--- src/rtl/sa_w_channel_pkg.sv ---
// Shared helpers for the slave-side W channel: master-ID width and packed WDATA slicing.
// Pure functions; no state, latency or backpressure of their own.
// Used by the order FIFO sizing and the head-master data mux.
package sa_w_channel_pkg;

    function automatic int id_width(input int mst_amt);
        return (mst_amt > 1) ? $clog2(mst_amt) : 1;
    endfunction

    // Low bit of master m's slice in a packed per-master bus of lane width w.
    function automatic int slice_lo(input int m, input int w);
        return m * w;
    endfunction

endpackage

--- src/rtl/sa_w_channel_order_fifo.sv ---
// Order FIFO holding the master IDs of granted AWs, oldest first.
// Latency: a pushed entry becomes head on the next cycle (no bypass).
// Backpressure: push ignored while full; pop ignored while empty.
module sa_w_channel_order_fifo #(
    parameter int WIDTH = 1,
    parameter int DEPTH = 4
) (
    input  logic             clk,
    input  logic             rst,
    input  logic             push,
    input  logic [WIDTH-1:0] push_dat,
    input  logic             pop,
    output logic [WIDTH-1:0] head_dat,
    output logic             full,
    output logic             empty
);
    localparam int PTR_W = (DEPTH > 1) ? $clog2(DEPTH) : 1;
    localparam int CNT_W = $clog2(DEPTH + 1);

    logic [WIDTH-1:0] mem [DEPTH];
    logic [PTR_W-1:0] wr_ptr;
    logic [PTR_W-1:0] rd_ptr;
    logic [CNT_W-1:0] count;
    logic             push_en;
    logic             pop_en;

    assign full     = (count == CNT_W'(DEPTH));
    assign empty    = (count == '0);
    assign push_en  = push & ~full;
    assign pop_en   = pop & ~empty;
    assign head_dat = mem[rd_ptr];

    // Pointers wrap naturally since DEPTH is a power of two.
    always_ff @(posedge clk) begin
        if (rst) begin
            wr_ptr <= '0;
            rd_ptr <= '0;
            count  <= '0;
        end else begin
            if (push_en) begin
                mem[wr_ptr] <= push_dat;
                wr_ptr      <= wr_ptr + 1'b1;
            end
            if (pop_en) begin
                rd_ptr <= rd_ptr + 1'b1;
            end
            if (push_en != pop_en) begin
                count <= push_en ? count + 1'b1 : count - 1'b1;
            end
        end
    end

endmodule

--- src/rtl/skid_buffer.sv ---
// Two-entry fully registered skid buffer (output register plus one skid register).
// Latency: 1 cycle from input acceptance to out_vld; 1 beat/cycle when out_rdy stays high.
// Backpressure: in_rdy is a registered not-full flag; absorbs one extra beat after out stalls.
module skid_buffer #(
    parameter int WIDTH = 33
) (
    input  logic             clk,
    input  logic             rst,
    input  logic             in_vld,
    input  logic [WIDTH-1:0] in_dat,
    output logic             in_rdy,
    output logic             out_vld,
    output logic [WIDTH-1:0] out_dat,
    input  logic             out_rdy
);
    logic             skid_vld;
    logic [WIDTH-1:0] skid_dat;
    logic             in_acc;

    assign in_rdy = ~skid_vld;
    assign in_acc = in_vld & in_rdy;

    always_ff @(posedge clk) begin
        if (rst) begin
            out_vld  <= 1'b0;
            out_dat  <= '0;
            skid_vld <= 1'b0;
            skid_dat <= '0;
        end else if (!out_vld || out_rdy) begin
            // Output slot frees up: the skid entry is older than anything on the input.
            if (skid_vld) begin
                out_dat  <= skid_dat;
                out_vld  <= 1'b1;
                skid_vld <= 1'b0;
            end else if (in_acc) begin
                out_dat <= in_dat;
                out_vld <= 1'b1;
            end else begin
                out_vld <= 1'b0;
            end
        end else if (in_acc) begin
            skid_dat <= in_dat;
            skid_vld <= 1'b1;
        end
    end

endmodule

--- src/rtl/sa_w_channel.sv ---
// Slave-side W arbitration: forwards one master's burst at a time in AW grant order.
// Latency: 1 cycle from beat acceptance to s_WVALID_o; new head usable the cycle after WLAST.
// Backpressure: dsp_WREADY_o only for the head master, gated by select and the skid not-full flag.
module sa_w_channel
    import sa_w_channel_pkg::*;
#(
    parameter int MST_AMT    = 2,
    parameter int DATA_WIDTH = 32,
    parameter int MST_ID_W   = id_width(MST_AMT),
    parameter int ORD_DEPTH  = 4
) (
    input  logic                          ACLK_i,
    input  logic                          ARESET_i,
    input  logic [DATA_WIDTH*MST_AMT-1:0] dsp_WDATA_i,
    input  logic [MST_AMT-1:0]            dsp_WLAST_i,
    input  logic [MST_AMT-1:0]            dsp_WVALID_i,
    input  logic [MST_AMT-1:0]            dsp_WDATA_sel_i,
    output logic [MST_AMT-1:0]            dsp_WREADY_o,
    input  logic                          AW_push_i,
    input  logic [MST_ID_W-1:0]           AW_mst_id_i,
    output logic                          AW_ready_o,
    output logic [DATA_WIDTH-1:0]         s_WDATA_o,
    output logic                          s_WLAST_o,
    output logic                          s_WVALID_o,
    input  logic                          s_WREADY_i
);
    logic [MST_ID_W-1:0]   head;
    logic                  ord_full;
    logic                  ord_empty;
    logic                  skid_rdy;
    logic                  beat_acc;
    logic                  beat_last;
    logic [DATA_WIDTH-1:0] beat_dat;
    logic [DATA_WIDTH:0]   out_dat;

    sa_w_channel_order_fifo #(
        .WIDTH (MST_ID_W),
        .DEPTH (ORD_DEPTH)
    ) u_order_fifo (
        .clk      (ACLK_i),
        .rst      (ARESET_i),
        .push     (AW_push_i),
        .push_dat (AW_mst_id_i),
        .pop      (beat_acc & beat_last),
        .head_dat (head),
        .full     (ord_full),
        .empty    (ord_empty)
    );

    assign AW_ready_o = ~ord_full;

    always_comb begin
        dsp_WREADY_o = '0;
        beat_dat     = '0;
        beat_last    = 1'b0;
        for (int m = 0; m < MST_AMT; m++) begin
            if (!ord_empty && head == MST_ID_W'(m)) begin
                dsp_WREADY_o[m] = dsp_WDATA_sel_i[m] & skid_rdy;
                beat_dat        = dsp_WDATA_i[slice_lo(m, DATA_WIDTH) +: DATA_WIDTH];
                beat_last       = dsp_WLAST_i[m];
            end
        end
    end

    assign beat_acc = |(dsp_WREADY_o & dsp_WVALID_i);

    skid_buffer #(
        .WIDTH (DATA_WIDTH + 1)
    ) u_out_skid (
        .clk     (ACLK_i),
        .rst     (ARESET_i),
        .in_vld  (beat_acc),
        .in_dat  ({beat_last, beat_dat}),
        .in_rdy  (skid_rdy),
        .out_vld (s_WVALID_o),
        .out_dat (out_dat),
        .out_rdy (s_WREADY_i)
    );

    assign s_WLAST_o = out_dat[DATA_WIDTH];
    assign s_WDATA_o = out_dat[DATA_WIDTH-1:0];

endmodule

--- config.mk ---
export PLATFORM = sky130hd
export DESIGN_NAME = sa_w_channel
export DESIGN_NICKNAME = d
export VERILOG_FILES = /design/src/rtl/sa_w_channel_pkg.sv /design/src/rtl/sa_w_channel_order_fifo.sv /design/src/rtl/skid_buffer.sv /design/src/rtl/sa_w_channel.sv
export SDC_FILE = /design/constraint.sdc
export NUM_CORES = 1
export LEC_CHECK = 0
export CAP_MARGIN = 20
export CELL_PAD_IN_SITES_DETAIL_PLACEMENT = 0
export CELL_PAD_IN_SITES_GLOBAL_PLACEMENT = 1
export CORE_ASPECT_RATIO = 0.6
export CORE_MARGIN = 2
export CORE_UTILIZATION = 33
export CTS_CLUSTER_DIAMETER = 150
export DETAILED_ROUTE_END_ITERATION = 10
export MAX_ROUTING_LAYER = met4
export PLACE_DENSITY_LB_ADDON = 0.2
export SLEW_MARGIN = 20
export SYNTH_ARGS = -nofsm -noshare
export SYNTH_HDL_FRONTEND = slang
export SYNTH_SLANG_ARGS = --single-unit
--- constraint.sdc ---
create_clock -name ACLK_i -period 2.2 [get_ports ACLK_i]
set_input_delay 0.22 -clock ACLK_i [delete_from_list [all_inputs] [get_ports ACLK_i]]
set_output_delay 0.22 -clock ACLK_i [all_outputs]
set_load 0.01 [all_outputs]
==> flow_summary.yaml, run 1 <==
global_routing:
  grt_pass1_vias: 3564
  grt_max_degree: 51
  grtUsageTotal_pct: 18.7
  grt_antenna_before_repair: 0
  grt_pass1_wl_um: 19100
  globalRouteOverflowTotal: 0
yosys:
  async_flop_share_pct: 0
  post-synth-top-area-fraction_pct: 37.7
  synth_top_family_by_area: "multiplexers"
  yosys.area.top_type: "dfxtp_1"
  synth_top_cells_by_area: "dfxtp_1 38%, mux2_2 9.1%, mux2i_1 8.1%, a221oi_1 7.1%, a22oi_1 6.2%"
  syn_inst: 431
  yosys.area_share.simple_pct: 17.5
  synthMuxAreaShare_pct: 19.0
  yosys_warnings: 0
  ys_seq_elements: 81
  syn_area_sq_mm: 0.00409
  synth_compound_area_share_pct: 16.4
  synth_fa_ha_area_share_pct: 1.71
  syn-num-nets: 511
  dominantRegCellSynth: "dfxtp_1"
  syn_avg_cell_area_sq_um: 9.48
  synth_xor_area_share_pct: 0.214
  synth_cell_types: 45
  yosysSeqAreaShare_pct: 40.6
  synth_edf_count: 4
cells_and_area:
  n_antenna_cell: 0
  finalNetCount: 614
  layout-drive-gt1-share_pct: 17.8
  syn_to_final_growth_pct: 43.0
  finalNonFillerCells: 704
drt:
  firstDrtPassIters: 5
  num_vias: 3707
  highest_layer: "met4"
  wirelength_met1_um: 6050
  wl_per_cell_um: 17.2
  drc: 0
  met3_length_um: 725
  drt_iter0_drc: 204
  avgViaCountPerCell: 5.27
  wirelength_um: 12100
  ant_nets: 0
  wl_met2_um: 5270
setup_path:
  r2r-end: "u_order_fifo.rd_ptr[0]$_SDFFE_PP0P_"
  critPathLaunch: "u_order_fifo.mem[3]$_DFFE_PP_"
  cp_num_buf_inv: 2
  cp_slowest_cell: "mux4_2"
  slowest_delay_ps: 550
  worst-path-stages: 6
  crit-reg2reg-launch: "u_order_fifo.mem[3]$_DFFE_PP_"
  crit_path_max_fanout: 7
  critPathRequiredTime_ps: 2460
  path_cells: "mux4_2 -> buf_12 -> buf_6 -> mux2_4 -> or3_1 -> a21oi_1"
  endpoint: "u_order_fifo.rd_ptr[0]$_SDFFE_PP0P_"
  crit_family: "multiplexers"
  crit_type: "register to register"
  end_kind: "register"
  worstPathArrival_ps: 2420
  rr_worst_depth: 6
  cp-start-kind: "register"
  rrSetupSlack_ps: 40
min_path:
  hold_class: "input pin to register"
  hold_start: "ARESET_i"
timing:
  slew_viol_final: 0
  holdWs_ps: 238
  fmax_ghz: 0.463
  setup-tns-final_ps: 0
  period_minus_slack_ps: 2160
  finalSetupViolCount: 0
  timing.final.crit_share_pct: 98.1
  tightestPinTransition_ps: 900
  skew_ps: 4.20
  slew-limit-headroom_pct: 39.9
  rsz0062_at_grt: "yes"
  hold_violations: 0
placement:
  gp_congestion: 0.736
  io_buffers: 111
  hpwl_um: 7670
  dp_cells: 684
cts:
  clkSinkCount: 81
  cts_tree: "yes"
  clk_latency_ps: 330
  cts_buffers: 9
  ctsHoldBuffers: 0
  cts_max_path_buffers: 2
  clk_pin_slew_worst_paths_ps: 60
  htreeDepth: 3
  cts-root-buf: "clkbuf_16"
outcome:
  status: "complete, no violations"
flow_run:
  max_cap_viol_count: 0
die:
  placementRows: 31
  start_util_pct: 33.9
  pin_count: 112
  fp.dieW_um: 148
  core-area_sq_mm: 0.0121
  die-area_sq_mm: 0.0133
  chipHeight_um: 90.2
power:
  power.density_mw_per_mm2: 882
  peakVddDrop_mv: 0.482
  p_leak_nw: 2.27
power breakdown:
part	total [mW]	internal [mW]	switching [mW]
clock network	1.56	0.972	0.586
registers	1.75	1.64	0.112
logic	1.84	0.888	0.957
cells in the final DEF (no fill, tap or decap), drive strengths merged, types with 2 or more instances in the layout:
cell type / netlist / final
and2: 5 / 5
a31o: 2 / 2
dfxtp: 77 / 77
a22oi: 34 / 34
buf: 13 / 21
nand2: 39 / 39
a221oi: 33 / 33
o21ai: 3 / 3
and3: 3 / 3
nand3: 6 / 6
nor2: 42 / 42
clkinv: 0 / 2
clkbuf: 27 / 12
nor3: 4 / 4
or3b: 2 / 2
clkdlybuf4s50: 0 / 108
nor3b: 3 / 3
inv: 3 / 4
nand2b: 35 / 35
edfxtp: 4 / 4
nand4: 2 / 2
dlygate4sd2: 0 / 2
ha: 4 / 4
a21oi: 6 / 6
mux2i: 35 / 35
mux2: 34 / 34
through the flow:
stage	power, mW	setup WS (ps)	utilization, %	area (sq um)
after floorplan	2.74	4.32	-	4090
after global placement	3.50	53.9	44.7	5400
after detailed placement	3.52	-33.8	44.7	5400
after CTS	5.14	17.0	47.9	5780
after global routing	5.43	-27.8	48.5	5850
final	5.16	41.5	48.5	5850
layout make-up:
class                      count  area [sq um]
inverter                       3          11.3
clock buffer                  12           267
sequential                    81          1660
fill                        1132          6220
clock inverter                 4          48.8
multi-input combinational    307          2320
tap                          165           206
timing repair buffer         132          1330
flip-flops by register name (all words and copies together) (netlist names), named ones only:
name                 cells
u_order_fifo.mem         4
u_order_fifo.count       3
u_out_skid.out_dat      33
u_out_skid.skid_dat     33
u_order_fifo.rd_ptr      2
u_out_skid.out_vld       1
u_out_skid.skid_vld      1
u_order_fifo.wr_ptr      2
per-layer routing:
metal	up-vias	global-route usage (%)
met5	-	-
met4	0	3.85
met3	9	4.42
met2	140	27.4
met1	1777	26.2
li1	1781	-
worst min path at each step:
stage / slack (ps) / endpoint / depth (start not counted)
floorplan: 320 / u_order_fifo.mem[0]$_DFFE_PP_ / 0
global placement: 460 / u_out_skid.skid_dat[21]$_SDFFE_PP0P_ / 2
detailed placement: 470 / u_out_skid.skid_dat[3]$_SDFFE_PP0P_ / 2
CTS: 230 / u_order_fifo.wr_ptr[0]$_SDFFE_PP0P_ / 2
global route: 260 / u_order_fifo.wr_ptr[0]$_SDFFE_PP0P_ / 2
finish: 240 / u_order_fifo.wr_ptr[0]$_SDFFE_PP0P_ / 2
worst reg2reg max path, cell delays in order (launching register included):
cell and delay (ps):
edfxtp_1 360, mux4_2 550, buf_12 160, buf_6 150
mux2_4 350, or3_1 350, a21oi_1 170
cells by family (layout without fill, tap and decap cells):
kind of cell             Yosys count  after routing
adder cells (fa/ha/maj)            5              5
buffers and inverters             43            151
multiplexers                      70             70
AO/OA/AOI/OAI                     85             85
XOR/XNOR                           1              1
AND/OR/NAND/NOR                  146            146
flip-flops                        81             81
timing repair:
action / in CTS / in global routing
cloned: 1 / 0
pin swaps: 0 / 7
endpoints found under the setup margin: 2 / 19
buffers inserted: 3 / 0
gates resized for setup: 5 / 14
cells in the mapped netlist (2+ instances only):
cell type  instances
a221oi_1          33
mux2_2            33
nand2_1           39
inv_1              3
a31o_2             2
ha_1               4
nor3b_1            3
mux2i_1           33
dfxtp_1           77
buf_2             10
nand3_1            5
nor2_1            42
a22oi_1           34
o21ai_0            3
clkbuf_1          27
and2_1             5
edfxtp_1           4
a21oi_1            6
or3b_2             2
nand2b_1          35
nor3_1             4
nand4_1            2
and3_1             3
Power figures use the tool's default switching activity.
==> inputs of run 2 (changes only) <==
--- a/config.mk
+++ b/config.mk
@@ -10,7 +10,7 @@
 export CELL_PAD_IN_SITES_GLOBAL_PLACEMENT = 1
 export CORE_ASPECT_RATIO = 0.6
 export CORE_MARGIN = 2
-export CORE_UTILIZATION = 33
+export CORE_UTILIZATION = 36
 export CTS_CLUSTER_DIAMETER = 150
 export DETAILED_ROUTE_END_ITERATION = 10
 export MAX_ROUTING_LAYER = met4
==> constraint.sdc (replaced) <==
create_clock -name ACLK_i -period 2.4 [get_ports ACLK_i]
set_input_delay 0.24 -clock ACLK_i [delete_from_list [all_inputs] [get_ports ACLK_i]]
set_output_delay 0.24 -clock ACLK_i [all_outputs]
set_load 0.01 [all_outputs]
==> flow_summary.yaml, run 2 (synthesized netlist as in run 1, its figures left out) <==
timing:
  period_minus_slack_ps: 2310
  skew_ps: 5.90
  tightestPinTransition_ps: 540
  slew-limit-headroom_pct: 64.0
  setup-tns-final_ps: 0
  hold_violations: 0
  rsz0062_at_grt: "no"
  fmax_ghz: 0.433
  setup_ws_ps: 91.1
  finalSetupViolCount: 0
  slew_viol_final: 0
  timing.final.crit_share_pct: 96.2
drt:
  drc: 0
  firstDrtPassIters: 5
  drt_iter0_drc: 282
  wl_per_cell_um: 16.7
  wirelength_um: 11400
  num_vias: 3676
  avgViaCountPerCell: 5.37
  ant_nets: 0
setup_path:
  crit-reg2reg-launch: "u_order_fifo.count[0]$_SDFFE_PP0P_"
  cp_slowest_cell: "mux4_2"
  critPathLaunch: "u_order_fifo.mem[3]$_DFFE_PP_"
  path_cells: "mux4_2 -> buf_8 -> and3_1 -> clkdlybuf4s50_1"
  worst-path-stages: 4
  worstPathArrival_ps: 2070
  rrSetupSlack_ps: 180
  r2r-end: "u_order_fifo.count[2]$_SDFFE_PP0P_"
  critPathRequiredTime_ps: 2160
  end_kind: "output pin"
  crit_path_max_fanout: 20
  crit_family: "buffers and inverters"
  crit_type: "register to output pin"
  cp-start-kind: "register"
  endpoint: "dsp_WREADY_o[1]"
  slowest_delay_ps: 530
  cp_num_buf_inv: 2
  rr_worst_depth: 7
power:
  internal-power_mw: 3.29
  p_seq_share_pct: 33.7
  switchingPower_mw: 1.49
  combPwrFrac_pct: 34.6
  p_leak_nw: 2.25
  peakVddDrop_mv: 0.432
  p_clk_share_pct: 31.7
  power.density_mw_per_mm2: 832
  p_sw_share_pct: 31.1
cells_and_area:
  finalNetCount: 615
  layout_common_cells: "109 x clkdlybuf4s50_1, 77 x dfxtp_1, 40 x nor2_1"
  layout_commonest_cell: "clkdlybuf4s50_1"
  utilization_pct: 51.3
  n_antenna_cell: 0
  syn_to_final_growth_pct: 40.4
  fill_cells: 1018
  finalNonFillerCells: 684
  reg_top3: "u_out_skid.out_dat: 33 flops, u_out_skid.skid_dat: 33 flops, u_order_fifo.mem: 4 flops"
  layout-drive-gt1-share_pct: 15.6
global_routing:
  grtUsageTotal_pct: 19.5
  grt_pass1_vias: 3621
  globalRouteOverflowTotal: 0
  grt_max_degree: 56
  grt_pass1_wl_um: 18300
  grt_antenna_before_repair: 0
cts:
  clkSinkCount: 81
  cts-root-buf: "clkbuf_16"
  cts_max_path_buffers: 2
  clk_latency_ps: 340
  htreeDepth: 3
  clk_pin_slew_worst_paths_ps: 60
  cts_tree: "yes"
  cts_buffers: 9
min_path:
  hold_class: "input pin to register"
die:
  start_util_pct: 36.5
  die-area_sq_mm: 0.0123
  pin_count: 112
  core-area_sq_mm: 0.0112
  fp.dieW_um: 142
  chipHeight_um: 86.5
  placementRows: 30
outcome:
  status: "complete, no violations"
placement:
  io_buffers: 111
  place_ws_ps: 39.6
  dp_cells: 663
  hpwl_um: 7600
  gp_congestion: 0.741
flow_run:
  max_cap_viol_count: 0
==> run 2: worst min-delay path by stage <==
stage	startpoint	end	slack (ps)	depth (start not counted)
finish	ARESET_i	u_order_fifo.wr_ptr[0]$_SDFFE_PP0P_	370	2
detailed placement	u_out_skid.skid_dat[12]$_SDFFE_PP0P_	u_out_skid.skid_dat[12]$_SDFFE_PP0P_	470	2
global placement	u_out_skid.skid_dat[3]$_SDFFE_PP0P_	u_out_skid.skid_dat[3]$_SDFFE_PP0P_	460	2
global route	ARESET_i	u_order_fifo.wr_ptr[0]$_SDFFE_PP0P_	390	2
CTS	ARESET_i	u_order_fifo.wr_ptr[0]$_SDFFE_PP0P_	360	2
floorplan	AW_mst_id_i	u_order_fifo.mem[0]$_DFFE_PP_	340	0
==> run 2: per-layer routing <==
layer / GRT usage (%) / routed length, um / share of wire, % / vias to the layer above
met1: 26.7 / 5710 / 50 / 1770
met2: 29.7 / 5040 / 44 / 129
li1: - / - / - / 1771
met4: 4.18 / 59 / 0.52 / 0
met3: 4.53 / 622 / 5.4 / 6
met5: - / 0 / 0 / -
==> run 2: power groups by stage <==
stage | Clock (mW) | Sequential, mW | Combinational [mW]
final | 1.51 | 1.61 | 1.65
after global routing | 1.60 | 1.63 | 1.79
after CTS | 1.54 | 1.61 | 1.58
after detailed placement | 0 | 1.64 | 1.57
after global placement | 0 | 1.64 | 1.56
after floorplan | 0 | 1.66 | 0.848
==> run 2: worst reg2reg max path, cell delays in order (launching register included) <==
cell and delay [ps]:
dfxtp_1 440, or3b_2 180, nand2_1 90, fa_1 490, nor3b_1 180, o2111a_1 170
a2111oi_1 410, nand4_1 130
==> run 2: cell type report <==
type	count	area, sq um	area share, %
clock inverter	5	77.6	1.35
timing repair buffer	133	1290	22.5
tap	144	180	3.14
inverter	3	11.3	0.196
sequential	81	1660	29.0
multi-input combinational	307	2260	39.4
clock buffer	11	253	4.40
==> run 2: per-stage QoR <==
step	area [sq um]	total power, mW	hold WS [ps]
6_report	5740	4.77	370
3_5_place_dp	5350	3.21	471
4_1_cts	5680	4.73	358
2_1_floorplan	4090	2.51	339
3_3_place_gp	5350	3.19	460
5_1_grt	5740	5.02	387
==> run 2: what timing repair did <==
action / CTS / global route
pin swaps: 0 / 1
setup endpoints to repair: 2 / 23
buffers inserted: 0 / 5
hold buffers: 0 / 0
gates resized for setup: 1 / 4
